[src/rtl/scp_ctrl_pkg.sv]
// Shared definitions for the program-counter sequencing controller:
// state encodings, the jump vector, and the bundle of combinational strobes.
package scp_ctrl_pkg;

  typedef enum logic [2:0] {
    ST_BOOT  = 3'd0,
    ST_FETCH = 3'd1,
    ST_WAIT  = 3'd2,
    ST_EXEC  = 3'd3,
    ST_IRQ   = 3'd4,
    ST_HALT  = 3'd5
  } ctrl_state_e;

  localparam logic [15:0] PC_VECTOR = 16'hFFF0;
  localparam int unsigned TIMER_W   = 8;

  typedef struct packed {
    logic mem_req;
    logic ir_we;
    logic pc_inc;
    logic pc_bus_we;
    logic pc_mdr_we;
    logic pc_jmpfff0;
    logic irq_ack;
    logic halted;
  } ctrl_out_t;

  localparam ctrl_out_t CTRL_IDLE = '0;

endpackage

[src/rtl/fetch_timer.sv]
// Counts WAIT cycles that pass without a memory acknowledge.
// The limit flag is ungated so the FSM can qualify it with the acknowledge.
module fetch_timer
  import scp_ctrl_pkg::*;
#(
  parameter int unsigned TIMEOUT = 255
) (
  input  logic clk,
  input  logic rst,
  input  logic clear,
  input  logic enable,
  output logic expire
);

  localparam logic [TIMER_W-1:0] LIMIT = TIMER_W'(TIMEOUT - 1);

  logic [TIMER_W-1:0] count;

  // expire marks the last permitted WAIT cycle, i.e. the TIMEOUT-th one.
  assign expire = (count == LIMIT);

  always_ff @(posedge clk or negedge rst) begin
    if (!rst) begin
      count <= '0;
    end else if (clear) begin
      count <= '0;
    end else if (enable && !expire) begin
      count <= count + TIMER_W'(1);
    end
  end

endmodule

[src/rtl/pc_seq_ctrl.sv]
// Fetch/execute sequencer: boots to the reset vector, fetches via a
// request/acknowledge handshake, hands off to the execute unit, services IRQ/halt.
module pc_seq_ctrl
  import scp_ctrl_pkg::*;
#(
  parameter int unsigned TIMEOUT = 255
) (
  input  logic       clk,
  input  logic       rst,
  output logic       mem_req,
  input  logic       mem_ack,
  output logic       ir_we,
  output logic       pc_inc,
  output logic       pc_bus_we,
  output logic       pc_mdr_we,
  output logic       pc_jmpfff0,
  output logic       exec_start,
  input  logic       exec_done,
  input  logic       jmp_bus,
  input  logic       jmp_mdr,
  input  logic       irq,
  output logic       irq_ack,
  input  logic       halt_req,
  output logic       halted,
  output logic       fault,
  output logic [2:0] state
);

  ctrl_state_e cur_state;
  ctrl_state_e next_state;
  ctrl_out_t   co;
  logic        timer_clear;
  logic        timer_en;
  logic        timer_expire;
  logic        set_fault;
  logic        enter_exec;

  fetch_timer #(
    .TIMEOUT (TIMEOUT)
  ) u_fetch_timer (
    .clk    (clk),
    .rst    (rst),
    .clear  (timer_clear),
    .enable (timer_en),
    .expire (timer_expire)
  );

  always_ff @(posedge clk or negedge rst) begin
    if (!rst) begin
      cur_state  <= ST_BOOT;
      exec_start <= 1'b0;
      fault      <= 1'b0;
    end else begin
      cur_state  <= next_state;
      exec_start <= enter_exec;
      if (set_fault) begin
        fault <= 1'b1;
      end
    end
  end

  always_comb begin
    next_state  = cur_state;
    co          = CTRL_IDLE;
    timer_clear = 1'b0;
    timer_en    = 1'b0;
    set_fault   = 1'b0;
    enter_exec  = 1'b0;
    case (cur_state)
      ST_BOOT: begin
        co.pc_jmpfff0 = 1'b1;
        next_state    = ST_FETCH;
      end
      ST_FETCH: begin
        co.mem_req  = 1'b1;
        timer_clear = 1'b1;
        next_state  = ST_WAIT;
      end
      ST_WAIT: begin
        co.mem_req = 1'b1;
        // An acknowledge in the final permitted cycle still wins over the timeout.
        if (mem_ack) begin
          co.ir_we   = 1'b1;
          co.pc_inc  = 1'b1;
          enter_exec = 1'b1;
          next_state = ST_EXEC;
        end else begin
          timer_en = 1'b1;
          if (timer_expire) begin
            set_fault  = 1'b1;
            next_state = ST_HALT;
          end
        end
      end
      ST_EXEC: begin
        if (exec_done) begin
          if (jmp_mdr) begin
            co.pc_mdr_we = 1'b1;
          end else if (jmp_bus) begin
            co.pc_bus_we = 1'b1;
          end
          if (halt_req) begin
            next_state = ST_HALT;
          end else if (irq) begin
            next_state = ST_IRQ;
          end else begin
            next_state = ST_FETCH;
          end
        end
      end
      ST_IRQ: begin
        co.irq_ack    = 1'b1;
        co.pc_jmpfff0 = 1'b1;
        next_state    = ST_FETCH;
      end
      ST_HALT: begin
        co.halted = 1'b1;
        if (!halt_req && !fault) begin
          next_state = ST_FETCH;
        end
      end
      default: begin
        next_state = ST_BOOT;
      end
    endcase
  end

  // Strobes are gated by reset so the BOOT decode stays silent while rst is low.
  assign mem_req    = rst & co.mem_req;
  assign ir_we      = rst & co.ir_we;
  assign pc_inc     = rst & co.pc_inc;
  assign pc_bus_we  = rst & co.pc_bus_we;
  assign pc_mdr_we  = rst & co.pc_mdr_we;
  assign pc_jmpfff0 = rst & co.pc_jmpfff0;
  assign irq_ack    = rst & co.irq_ack;
  assign halted     = rst & co.halted;
  assign state      = cur_state;

endmodule

[config.mk]
export PLATFORM = sky130hd
export DESIGN_NAME = pc_seq_ctrl
export DESIGN_NICKNAME = d
export VERILOG_FILES = /design/src/rtl/scp_ctrl_pkg.sv /design/src/rtl/fetch_timer.sv /design/src/rtl/pc_seq_ctrl.sv
export SDC_FILE = /design/constraint.sdc
export NUM_CORES = 1
export LEC_CHECK = 0
export CAP_MARGIN = 20
export CORE_MARGIN = 5
export CORE_UTILIZATION = 37
export CTS_BUF_LIST = sky130_fd_sc_hd__clkbuf_16
export DETAILED_ROUTE_END_ITERATION = 6
export PLACE_DENSITY = 0.64
export SLEW_MARGIN = 20
export SYNTH_ARGS = -nofsm -noshare
export SYNTH_HDL_FRONTEND = slang
export SYNTH_SLANG_ARGS = --single-unit
[constraint.sdc]
create_clock -name clk -period 2.21 [get_ports clk]
set_input_delay 0.442 -clock clk [delete_from_list [all_inputs] [get_ports clk]]
set_output_delay 0.442 -clock clk [all_outputs]
set_load 0.02 [all_outputs]
=== After elaboration in Yosys (flattened, before gate mapping) ===
Cells that the tools add are included.
Widths: inputs -> output; s select.

* Input bits: 8
* Register bits after elaboration: 13
* Output and inout port bits: 13

* $add $sub $neg: 1
* Eq/ne operators: 9
* Reduce and logical (&&, ||, !) cells: 10
* Bitwise gates (word level): 8
* Multiplexer cells: 28

{| class="wikitable"
|+ Operator list
! operator !! number
|-
| $mux 3 || 6
|-
| $mux 8 || 2
|-
| $mux 1 || 15
|-
| $pmux 3 s5 || 1
|-
| $add 8x1->8 const B || 1
|-
| $and 1x1->1 || 8
|-
| $eq 8x8->1 const B || 1
|-
| $mux 2 || 4
|-
| $eq 3x2->1 const B || 2
|-
| $eq 3x3->1 const B || 2
|-
| $ne 2x2->1 const B || 2
|-
| $reduce_or 2->1 || 2
|-
| $eq 3x1->1 const B || 1
|-
| $logic_not 1->1 || 3
|-
| $logic_not 3->1 || 1
|-
| $ne 3x2->1 const B || 1
|-
| $reduce_and 3->1 || 1
|-
| $logic_and 1x1->1 || 2
|-
| $reduce_bool 2->1 || 1
|}

=== Depth between registers and ports, before layout ===
* Word-level depth: 5
* Depth in mapped cells: 6
* Mapped depth without buffers: 6

=== Cells and area by module ===
A second synthesis with hierarchy kept.

* Cell total of the unflattened synthesis: 94
* Area total of the unflattened synthesis: 905.9 µm²

{| class="wikitable"
|+ Modules (own cells, without submodules)
! module !! sequential area each (µm²) !! cells each !! area an instance (µm²) !! instances
|-
| fetch_timer || 200.2 || 54 || 519.2 || 1
|-
| pc_seq_ctrl || 125.1 || 40 || 386.6 || 1
|}

=== Worst setup path before layout ===
No wires, ideal clock.

* Path kind: register to output
* Start: register cur_state[1] (netlist: state[1])
* End: output irq_ack
* Data required time: 1.768 ns
* Path slack: 0.233 ns
* Stages on the path, launching flop included: 4
* Path buffers: 1
* Arrival: 1.535 ns
* Path through: dfrtp_1 -> buf_2 -> nor3b_1 -> and2_1

* Longest elaborated chain between the ends: 3

{| class="wikitable"
|+ Ends and longest elaborated chain
! element !! RTL line !! source
|-
| from (decl) || pc_seq_ctrl.sv:29 || <nowiki>ctrl_state_e cur_state;</nowiki>
|-
| from (signal assigned) || pc_seq_ctrl.sv:54 || <nowiki>cur_state <= next_state;</nowiki>
|-
| $eq 3x3->1 || pc_seq_ctrl.sv:69 || <nowiki>case (cur_state)</nowiki>
|-
| $mux 1 || pc_seq_ctrl.sv:69 ||
|-
| $and 1x1->1 || pc_seq_ctrl.sv:135 || <nowiki>assign irq_ack = rst & co.irq_ack;</nowiki>
|-
| to (decl) || pc_seq_ctrl.sv:22 || <nowiki>output logic irq_ack,</nowiki>
|}

Every way passes these cells.

=== Worst setup path after layout ===
* Start: input rst
* End: output ir_we

* Longest elaborated chain between the ends: 1

{| class="wikitable"
|+ Ends and longest elaborated chain
! element !! RTL line !! source
|-
| from (decl) || pc_seq_ctrl.sv:9 || <nowiki>input logic rst,</nowiki>
|-
| $and 1x1->1 || pc_seq_ctrl.sv:130 || <nowiki>assign ir_we = rst & co.ir_we;</nowiki>
|-
| to (decl) || pc_seq_ctrl.sv:12 || <nowiki>output logic ir_we,</nowiki>
|}

Every way passes these cells.

==> key figures <==
Outcome
  – Result of the run: complete, no violations

Placement
  – Routability Congestion: 0.802
  – Worst-case setup slack after placement: -0.198 ns
  – Hpwl dp: 1.55 mm
  – Number of buffers inserted by port buffering: 20
  – Area after detailed placement: 0.00106 sq mm

Critical path
  – Critical-path top delay cell: sky130_fd_sc_hd__clkdlybuf4s50_1
  – Startpoint kind of the worst setup timing path: input port
  – Peak per-stage delay on the critical path: 0.53 ns
  – FF-to-FF Start: u_fetch_timer.count[0]
  – R2r setup slk: 0.36 ns
  – Critical R2R Capture: state[1]
  – Kind of critical path: in -> out
  – Sequence of cells on the critical path: clkdlybuf4s50_1, buf_4, and2_1, dlygate4sd2_1
  – Type of destination of the critical path: primary output
  – CP top delay family: buffers and inverters
  – Worst-case reg-to-reg path depth: 6
  – WP data arrival: 1.66 ns
  – Highest net fanout along the worst path: 10
  – CP bufs+invs: 3
  – Worst Path Required: 1.77 ns

Hold path
  – Worst min-delay path startpoint: fault
  – Type of the tightest min-delay check: reg -> reg
  – Number of instances on the worst hold path: 1
  – End point of the most critical hold path: fault

Synth
  – Adder-cell area share of the yosys netlist: 0.0319
  – Basic-gate share of the synthesized area counting and, or, nand and nor cells: 0.308
  – Area of the mapped netlist: 783 sq um
  – Most area-hungry cell type in the Yosys netlist: sky130_fd_sc_hd__dfrtp_1
  – Prevailing post-synth register cell: sky130_fd_sc_hd__dfrtp_1
  – Number of enable flip-flop cells after synthesis: 0
  – Number of synthesized register bits: 13
  – Combinational family with the most area after synthesis: simple AND/OR/NAND/NOR gates
  – Parity-gate share of the synthesized area counting xor and xnor cells: 0.0112
  – Instance count of the mapped netlist: 80
  – Multiplexer area fraction after synthesis: 0.0256
  – Fraction of the mapped netlist area in compound gates: 0.158
  – Warning count from the yosys run: 0
  – Post-synth net total: 90
  – Sequential-to-total area share from yosys stat: 0.415
  – Most area-consuming cells after synthesis: sky130_fd_sc_hd__dfrtp_1 (42%), sky130_fd_sc_hd__a21oi_1 (3.2%), sky130_fd_sc_hd__ha_1 (3.2%), sky130_fd_sc_hd__o21ai_0 (3.2%), sky130_fd_sc_hd__nor4b_4 (3.0%)
  – Most common library cells after synthesis: sky130_fd_sc_hd__dfrtp_1 (13), sky130_fd_sc_hd__nand2_1 (6), sky130_fd_sc_hd__a21oi_1 (5), sky130_fd_sc_hd__o21ai_0 (5), sky130_fd_sc_hd__inv_1 (4)
  – Most common cell in the synthesized netlist: sky130_fd_sc_hd__dfrtp_1
  – Fraction of synthesized cell area taken by the top area cell type: 0.415
  – Async S/R FF share, synth: 1.00
  – Number of distinct library cell variants in the gate-level netlist after synthesis: 36
  – Average cell area after synthesis: 9.79 sq um

GRT
  – GRT Overall Usage: 0.129
  – Number of antenna violations at the first check in global routing: 0
  – Global-route wire length before repair: 3.14 mm
  – Vias in the first global route: 695
  – Pin count of the biggest net entering global routing: 11
  – Global-route congestion overflow total: 0

Pwr
  – Peak ir drop on the vdd network: 0.512 mV
  – Total power consumption of the routed design: 1.25 mW
  – Total leakage power: 0.513 nW
  – Pwr per Cell Area: 1100 mW/mm^2

Floorplan
  – Core Region: 0.00198 sq mm
  – Initial Util: 0.395
  – Die Height: 56.0 um
  – Standard-cell row count: 16
  – Number of top-level design ports: 21
  – Die Span X: 56.0 um
  – Total Die Area: 0.00314 sq mm

Detailed routing
  – Total via count after detailed routing: 750
  – Antenna Nets Post-Route: 0
  – Sum of routed wire length over all layers: 2.00 mm
  – Starting DRT DRC Count: 17
  – First-pass iteration count of the detailed router: 4
  – DRC: 0
  – Via count normalized by instance count: 5.47
  – WL/cell: 14.6 um

Clock tree
  – TritonCTS Sinks: 13
  – H-tree level count: 1
  – Post-CTS setup buffers: 0
  – Post_cts resized: 8
  – Reg clk slew, reported paths: 0.05 ns
  – Latest clock arrival within the worst-skew pair: 0.24 ns
  – Clock root buffer: sky130_fd_sc_hd__clkbuf_16
  – CTS tree: done
  – Inserted Clock Buffers: 3
  – Post-cts hold buffer count: 0
  – Maximum buffer depth of the clock tree: 2

STA
  – Period utilisation layout: 0.952
  – Final setup skew: 0.00205 ns
  – Final WS setup: 0.107 ns
  – Final count of pins violating max slew: 0
  – Final Setup Violations: 0
  – Clock period minus final worst setup slack: 2.10 ns
  – Max-slew headroom at the worst pin: 0.746
  – Pin slew with the least headroom to its limit: 0.381 ns
  – Final Hold Fails: 0
  – Max Freq: 475 MHz
  – Unrepaired setup endpoints after global routing: false

Job
  – Max-cap check violation count: 0

Final layout
  – Share of layout cells above drive strength 1: 0.200
  – Antenna diode count: 0
  – Relative area change from synthesis to final layout: 45.0%
  – Cell area after layout: 0.00114 sq mm
  – Number of nets in the layout: 121
layout by cell type (no fill, tap or decap), types with 3 or more instances in the layout:
| master | n |
|---|---|
| sky130_fd_sc_hd__a21oi_1 | 5 |
| sky130_fd_sc_hd__clkdlybuf4s50_1 | 12 |
| sky130_fd_sc_hd__clkbuf_16 | 3 |
| sky130_fd_sc_hd__o21ai_0 | 5 |
| sky130_fd_sc_hd__nor3_1 | 3 |
| sky130_fd_sc_hd__nand2_1 | 6 |
| sky130_fd_sc_hd__dlygate4sd2_1 | 8 |
| sky130_fd_sc_hd__dfrtp_1 | 13 |
| sky130_fd_sc_hd__inv_1 | 4 |
| sky130_fd_sc_hd__nor2_1 | 3 |
| sky130_fd_sc_hd__buf_4 | 9 |
registers in the layout (all words and copies together), names as in the netlist:
register	cells
state	3
fault	1
u_fetch_timer.count	8
exec_start	1
worst max-delay path by stage:
stage               startpoint      end  cells past startpoint
CTS                        rst  irq_ack                      4
global route               rst    ir_we                      4
detailed placement         rst  irq_ack                      4
floorplan             state[1]  irq_ack                      3
global placement           rst  irq_ack                      4
finish                     rst    ir_we                      4
kinds of logic after synthesis:
kind of cell	after synthesis
AO/OA/AOI/OAI	19
multiplexers	2
buffers and inverters	7
adder cells (fa/ha/maj)	2
XOR/XNOR	1
flip-flops	13
AND/OR/NAND/NOR	36
per-layer routing:
| layer | global-route usage | part of all wire | vias to the layer above |
|---|---|---|---|
| met5 | 0 | 0 | - |
| met4 | 0.0881 | 0.025 | 0 |
| met3 | 0.0325 | 0.072 | 5 |
| met2 | 0.212 | 0.47 | 36 |
| met1 | 0.145 | 0.43 | 349 |
| li1 | - | - | 360 |
stage by stage:
step / instances / util / TNS (ns) / hold WS, ns
2_1_floorplan: 80 / - / 0 / 0.146
3_3_place_gp: 133 / 0.535 / -0.932 / 0.494
3_5_place_dp: 133 / 0.535 / -1.03 / 0.486
4_1_cts: 137 / 0.571 / 0 / 0.494
5_1_grt: 137 / 0.573 / 0 / 0.519
6_report: 137 / 0.573 / 0 / 0.490
cell type report:
type	instances	area [sq um]
inverters	4	15.0
flip-flops and latches	13	325
clock buffers	3	75.1
fillers	181	846
well taps	27	33.8
multi-input cells	60	424
repair buffers	29	258
clock inverters	1	5.00
power by group:
part,switching (mW),internal (mW)
Clock,0.102,0.241
Sequential,0.0838,0.289
Combinational,0.266,0.271
Total,0.452,0.801
No activity file was read; power rests on OpenSTA's default activity.
